==> config.mk <==
export PLATFORM = sky130hd
export DESIGN_NAME = data_multiplex
export DESIGN_NICKNAME = d
export VERILOG_FILES = /design/src/rtl/data_multiplex.sv
export SDC_FILE = /design/constraint.sdc
export NUM_CORES = 1
export LEC_CHECK = 0
export ABC_AREA = 1
export ABC_CLOCK_PERIOD_IN_PS = 1450
export CAP_MARGIN = 20
export CORE_MARGIN = 2
export CORE_UTILIZATION = 35
export CTS_CLUSTER_DIAMETER = 100
export DETAILED_ROUTE_END_ITERATION = 16
export SYNTH_ARGS = -nofsm -noshare
export SYNTH_HDL_FRONTEND = slang
export SYNTH_SLANG_ARGS = --single-unit
==> constraint.sdc <==
create_clock -name clk -period 1.45 [get_ports clk]
set_input_delay 0.435 -clock clk [delete_from_list [all_inputs] [get_ports clk]]
set_output_delay 0.435 -clock clk [all_outputs]
set_load 0.01 [all_outputs]
==> src/rtl/data_multiplex.sv <==
// rtl/data_multiplex.sv - time-division mux rotating three 8-bit sources onto one registered output
module data_multiplex (
  input  logic       clk,
  input  logic       rst_n,
  input  logic [7:0] DS1,
  input  logic [7:0] DS2,
  input  logic [7:0] DS3,
  input  logic [1:0] mode,
  input  logic [3:0] switch_clk_cycles,
  output logic [7:0] output_data
);

  localparam logic [1:0] SEL_DS1 = 2'd0;
  localparam logic [1:0] SEL_DS2 = 2'd1;
  localparam logic [1:0] SEL_DS3 = 2'd2;

  localparam logic [1:0] MODE_IDLE   = 2'b00;
  localparam logic [1:0] MODE_FWD    = 2'b01;
  localparam logic [1:0] MODE_REV    = 2'b10;
  localparam logic [1:0] MODE_FREEZE = 2'b11;

  logic [1:0] sel_q, sel_d;
  logic [3:0] cnt_q, cnt_d;
  logic [1:0] mode_q, mode_d;
  logic [7:0] out_q, out_d;

  logic [3:0] neff_m1;
  logic [1:0] first_sel, second_sel, next_sel;
  logic [7:0] cur_data, first_data;

  always_comb begin
    // A dwell of 0 behaves as 1, so the terminal count is 0 in both cases
    neff_m1 = (switch_clk_cycles == 4'd0) ? 4'd0 : switch_clk_cycles - 4'd1;

    case (sel_q)
      SEL_DS2: cur_data = DS2;
      SEL_DS3: cur_data = DS3;
      default: cur_data = DS1;
    endcase

    if (mode == MODE_REV) begin
      first_sel  = SEL_DS3;
      first_data = DS3;
      second_sel = SEL_DS2;
      case (sel_q)
        SEL_DS3: next_sel = SEL_DS2;
        SEL_DS2: next_sel = SEL_DS1;
        default: next_sel = SEL_DS3;
      endcase
    end else begin
      first_sel  = SEL_DS1;
      first_data = DS1;
      second_sel = SEL_DS2;
      case (sel_q)
        SEL_DS1: next_sel = SEL_DS2;
        SEL_DS2: next_sel = SEL_DS3;
        default: next_sel = SEL_DS1;
      endcase
    end
  end

  always_comb begin
    sel_d  = sel_q;
    cnt_d  = cnt_q;
    out_d  = out_q;
    mode_d = mode;

    case (mode)
      MODE_IDLE: begin
        out_d = 8'h00;
        sel_d = SEL_DS1;
        cnt_d = 4'd0;
      end
      MODE_FWD, MODE_REV: begin
        if (mode != mode_q) begin
          // The change edge is itself the first cycle of the first dwell
          out_d = first_data;
          if (neff_m1 == 4'd0) begin
            sel_d = second_sel;
            cnt_d = 4'd0;
          end else begin
            sel_d = first_sel;
            cnt_d = 4'd1;
          end
        end else begin
          out_d = cur_data;
          if (cnt_q >= neff_m1) begin
            cnt_d = 4'd0;
            sel_d = next_sel;
          end else begin
            cnt_d = cnt_q + 4'd1;
          end
        end
      end
      MODE_FREEZE: begin
        out_d = out_q;
      end
      default: begin
        out_d = out_q;
      end
    endcase
  end

  always_ff @(posedge clk or negedge rst_n) begin
    if (!rst_n) begin
      sel_q  <= SEL_DS1;
      cnt_q  <= 4'd0;
      mode_q <= MODE_IDLE;
      out_q  <= 8'h00;
    end else begin
      sel_q  <= sel_d;
      cnt_q  <= cnt_d;
      mode_q <= mode_d;
      out_q  <= out_d;
    end
  end

  assign output_data = out_q;

endmodule

# Word-level counts from Yosys, hierarchy flattened
# Cells that the tools add are included.
op_classes:
  n_addsub: 2
  order_cmp: 1
  n_eq_ne: 7
  mux: 17
  reduce_logical: 7
ops:
  columns: ["operator", "count"]
  rows:
  - ["one-hot mux 8 bit (2 select lines)", 2]
  - ["two-way mux 8 bit", 2]
  - ["two-way mux 4 bit", 3]
  - ["one-hot mux 2 bit (2 select lines)", 3]
  - ["two-way mux 2 bit", 5]
  - ["zero test 4 bit", 2]
  - ["one-hot mux 4 bit (2 select lines)", 1]
  - ["equality test 2 bit, second input constant", 3]
  - ["adder 4 x 1 -> 4 bit, second input constant", 1]
  - ["equality test 2 x 1 -> 1 bit, second input constant", 2]
  - [">= comparator 4 bit", 1]
  - ["zero test 2 bit", 2]
  - ["subtractor 4 x 1 -> 4 bit, second input constant", 1]
  - ["inequality test 3 bit, second input constant", 1]
  - ["inequality test 2 bit", 1]
  - ["AND reduction 2 bit", 1]
  - ["nonzero test 2 bit", 1]
  - ["OR reduction 2 bit", 1]
  - ["two-way mux 1 bit", 1]
word_totals:
  reg_bits: 16
  elab_cells: 38

# Depth between registers and ports, before layout
depth:
  word_depth: 6
  depth_mapped: 12
  ltp_nobuf: 12

# Worst setup path before layout
# Ideal clock, no wire load.
synth_path:
  path_type: "input-to-reg"
  start: "in switch_clk_cycles[0]"
  end: "reg sel_q[1]"
  setup_time_ps: 65
  t_arrival_ps: 1573
  required_time_ps: 1385
  setup_slack_ps: -188
  cell_stages: 11
  n_path_buf: 0
  path_cell_list: "nor2_1 inv_1 o21ai_0 ha_1 a21oi_1 inv_1 nor2_4 nand2_2 nand2_1 nand3_1 nand2_1"
synth_between:
  elab_chain_cells: 6
synth_rtl:
  columns: ["element", "line_no", "source"]
  rows:
  - ["from (decl)", "9", "input logic [3:0] switch_clk_cycles,"]
  - ["subtractor 4 x 1 -> 4 bit / zero test 4 bit (equally long branches)", "33", "neff_m1 = (switch_clk_cycles == 4'd0) ? 4'd0 : switch_clk_cycles - 4'd1;"]
  - ["two-way mux 4 bit *", "33", null]
  - ["parallel branches: the longest is 4 deep, another holds >= comparator 4 bit", null, null]
  - ["to (signal assigned)", "111", "sel_q <= sel_d;"]
  - ["to (decl)", "22", "logic [1:0] sel_q, sel_d;"]
# Every way passes the cells marked *.
# A chain may end at the register's enable or synchronous reset.

# Final worst setup path
layout_path:
  start: "in switch_clk_cycles[3]"
  end: "reg sel_q[1]"
# The elaborated chain is that of the path after synthesis.

==> results.yml <==
worst_setup_path:
  worstPathArrival_ps: 1640
  critPathRequiredTime_ps: 1610
  timing.rr.end: "sel_q[1]$_DFFE_PN0P_"
  path_common_cell: "nand2_1"
  cp_slowest_cell: "ha_1"
  r2r_setup_slack_ps: 50
  rr_startpoint: "sel_q[1]$_DFFE_PN0P_"
  endpoint_kind: "flop"
  critPathMaxFanout: 5
  reg2reg_depth: 8
  crit_type: "input port to flop"
  cp_slowest_stage_delay_ps: 290
  path_cells: "buf_6, nor3_4, nor2_1, ha_1, inv_1, nand2_1, nand2_1, nand2_1, nand2_2, nand2_4, nand2_4, nand3_2, nand2_1"
  startpoint_type: "input port"
flow_run:
  maxCapViolCount: 0
grt:
  grt_max_degree: 17
  grt_pass1_vias: 1447
  antenna_found_initial: 0
  grt_overflow: 0
  grtUsageTotal: 0.2011
  grt_pass1_wl_mm: 6.665
final_layout:
  drive_above_1_share: 0.2960
  finalNonFillerCells: 325
  num_antenna_cells: 0
  fill_cells: 350
  layout.nets: 322
  final_area_um2: 2238
  area_growth_pct: 63.68
  final_util: 0.6024
routing:
  ant_nets: 0
  totalWireLength_mm: 4.127
  routedWlPerCell_um: 12.70
  vias_per_cell: 4.745
  vias: 1542
  drt-pass1-iter-count: 4
  drtIter0Drc: 80
  drcViolationCount: 0
yosys:
  syn_nets: 252
  avgSynthCellArea_um2: 6.575
  ys_warn_count: 0
  ys_ff_latch: 16
  synth_edf_count: 0
  synthFlopType: "dfrtp_1"
  yosys.area.top_type: "dfrtp_1"
  async_reset_ff_frac: 1.000
  synthCells: 208
  yosysSeqAreaShare: 0.2928
  yosys.area.top_type_share: 0.2928
  netlist_area_um2: 1368
  ys_top_cells_by_area: "dfrtp_1 29%, nand2_1 18%, ha_1 11%"
  ys_types: 23
sta:
  rsz0062_at_grt: "yes"
  period_needed_ps: 1485
  setup_viol: 3
  skew_ps: 2.690
  slew_violations: 0
  worst_pin_slew_ps: 233.1
  finalCritPeriodShare: 1.024
  fin_setup_tns_ps: -69.81
  hold_violations: 0
  max_freq_mhz: 673.3
  fin_ws_ps: -35.27
  slew_headroom: 0.8446
clock_network:
  cts_root_buffer: "clkbuf_8"
  clk_latency_ps: 260
  cts_buffers: 3
  max-clock-path-buffers: 2
  cts_tree: "yes"
  cts.reportedPaths.clkPinSlew_ps: 70
  clock_sinks: 16
  htree_levels: 1
placement:
  pre_cts_ws_ps: -825.2
  portBuffers: 39
  dpl_cell_area_um2: 2002
  dp.cells: 314
  place.gp.congestion: 0.8127
  hpwl_mm: 2.858
worst_hold_path:
  holdPathEnd: "mode_q[1]$_DFF_PN0_"
  hp-start: "mode[1]"
  worstHoldPathCells: 2
  hp-class: "input port to flop"
power_and_ir_drop:
  p_leak_nw: 1.099
  power-per-cell-area_nw_per_um2: 815.3
  peakVddDrop_v: 0.0003621
floorplanning:
  die_w_um: 66.51
  core_um2: 3716
  fp.dieH_um: 66.51
  pin_count: 40
  die_area_um2: 4424
  rows: 22
  start_util: 0.3680
outcome:
  status: "finished, violations left"
  violations: "negative setup slack"
==> placed cells by master, fill, tap and decap left out, types with 2 or more instances in the layout <==
cell,synthesis,layout
nand3_2,0,7
dfrtp_1,16,16
a21boi_1,0,2
o21ai_0,16,8
nor2_4,1,2
buf_4,3,28
buf_6,0,6
a21oi_2,0,3
buf_8,1,2
buf_2,4,2
nor2_1,22,20
inv_2,3,7
clkdlybuf4s50_1,0,25
nand2_4,1,3
nand2_1,66,62
o21ai_1,6,12
nand2_2,5,7
nand3_1,23,16
o21ai_2,0,2
clkbuf_8,0,4
dlygate4sd2_1,0,9
a21oi_1,5,2
inv_1,16,12
ha_4,0,4
ha_1,12,8
==> report_power, final <==
| group | leakage [nW] | total [mW] | internal [mW] | switching (mW) |
|---|---|---|---|---|
| Clock | 0.0288 | 0.422 | 0.242 | 0.180 |
| Combinational | 0.864 | 0.879 | 0.449 | 0.430 |
| Sequential | 0.206 | 0.524 | 0.495 | 0.0287 |
| Total | 1.10 | 1.82 | 1.19 | 0.639 |
==> cells in the mapped netlist, types with 3 or more instances <==
cell type  instances
a21oi_1            5
buf_2              4
buf_4              3
dfrtp_1           16
ha_1              12
inv_1             16
inv_2              3
nand2_1           66
nand2_2            5
nand3_1           23
nor2_1            22
o21ai_0           16
o21ai_1            6
==> worst max-delay path: cells and delay by family <==
kind                       cells  cell delay (ps)
and+or+nand+nor               10              780
adders and majority gates      1              290
buffers and inverters          2              150
==> stage by stage <==
step	hold slack (ps)	power, mW
after floorplan	139.4	0.9214
after global placement	462.1	1.270
final	449.2	1.825
after detailed placement	464.5	1.278
after global routing	472.3	1.953
after CTS	476.0	1.707
==> worst max-delay path by stage <==
stage / startpoint / to
2_1_floorplan: switch_clk_cycles[0] / sel_q[1]$_DFFE_PN0P_
3_3_place_gp: switch_clk_cycles[1] / sel_q[1]$_DFFE_PN0P_
3_5_place_dp: switch_clk_cycles[1] / sel_q[1]$_DFFE_PN0P_
4_1_cts: switch_clk_cycles[1] / sel_q[1]$_DFFE_PN0P_
5_1_grt: switch_clk_cycles[3] / sel_q[0]$_DFFE_PN0P_
6_report: switch_clk_cycles[3] / sel_q[1]$_DFFE_PN0P_
==> cells by family after synthesis <==
kind of cell	share of synthesized area
buf+inv	0.09698
flops	0.2928
fa+ha+maj	0.1098
compound gates	0.1144
simple gates	0.3861
==> sequential cells by signal, summed over array words and instances (netlist names) <==
name         cells
output_data      8
sel_q            2
mode_q           2
cnt_q            4
==> timing repair <==
item                                    CTS  global route
buffers inserted                          5             1
hold endpoints to repair                  0             0
pin swaps                                14            14
hold buffers                              0             0
gates resized for setup                  39            37
cloned                                    0             1
endpoints found under the setup margin   22            14
==> metal layers <==
layer,wire (um),vias to the layer above,GRT usage
met5,0,-,0
met2,1969,35,0.3263
met1,1900,693,0.2586
met4,63,0,0.1071
met3,193,6,0.02534
li1,-,808,-
==> final cells by class <==
type                            instances  area (um2)  area share
Sequential cell                        16       400.4      0.1789
Multi-Input combinational cell        164       979.7      0.4377
Timing Repair Buffer                   74       671.9      0.3002
Clock buffer                            4       55.05     0.02459
Inverter                               19       71.32     0.03186
Tap cell                               48       60.06     0.02683
Note: power is estimated with default switching activity, not from simulation.
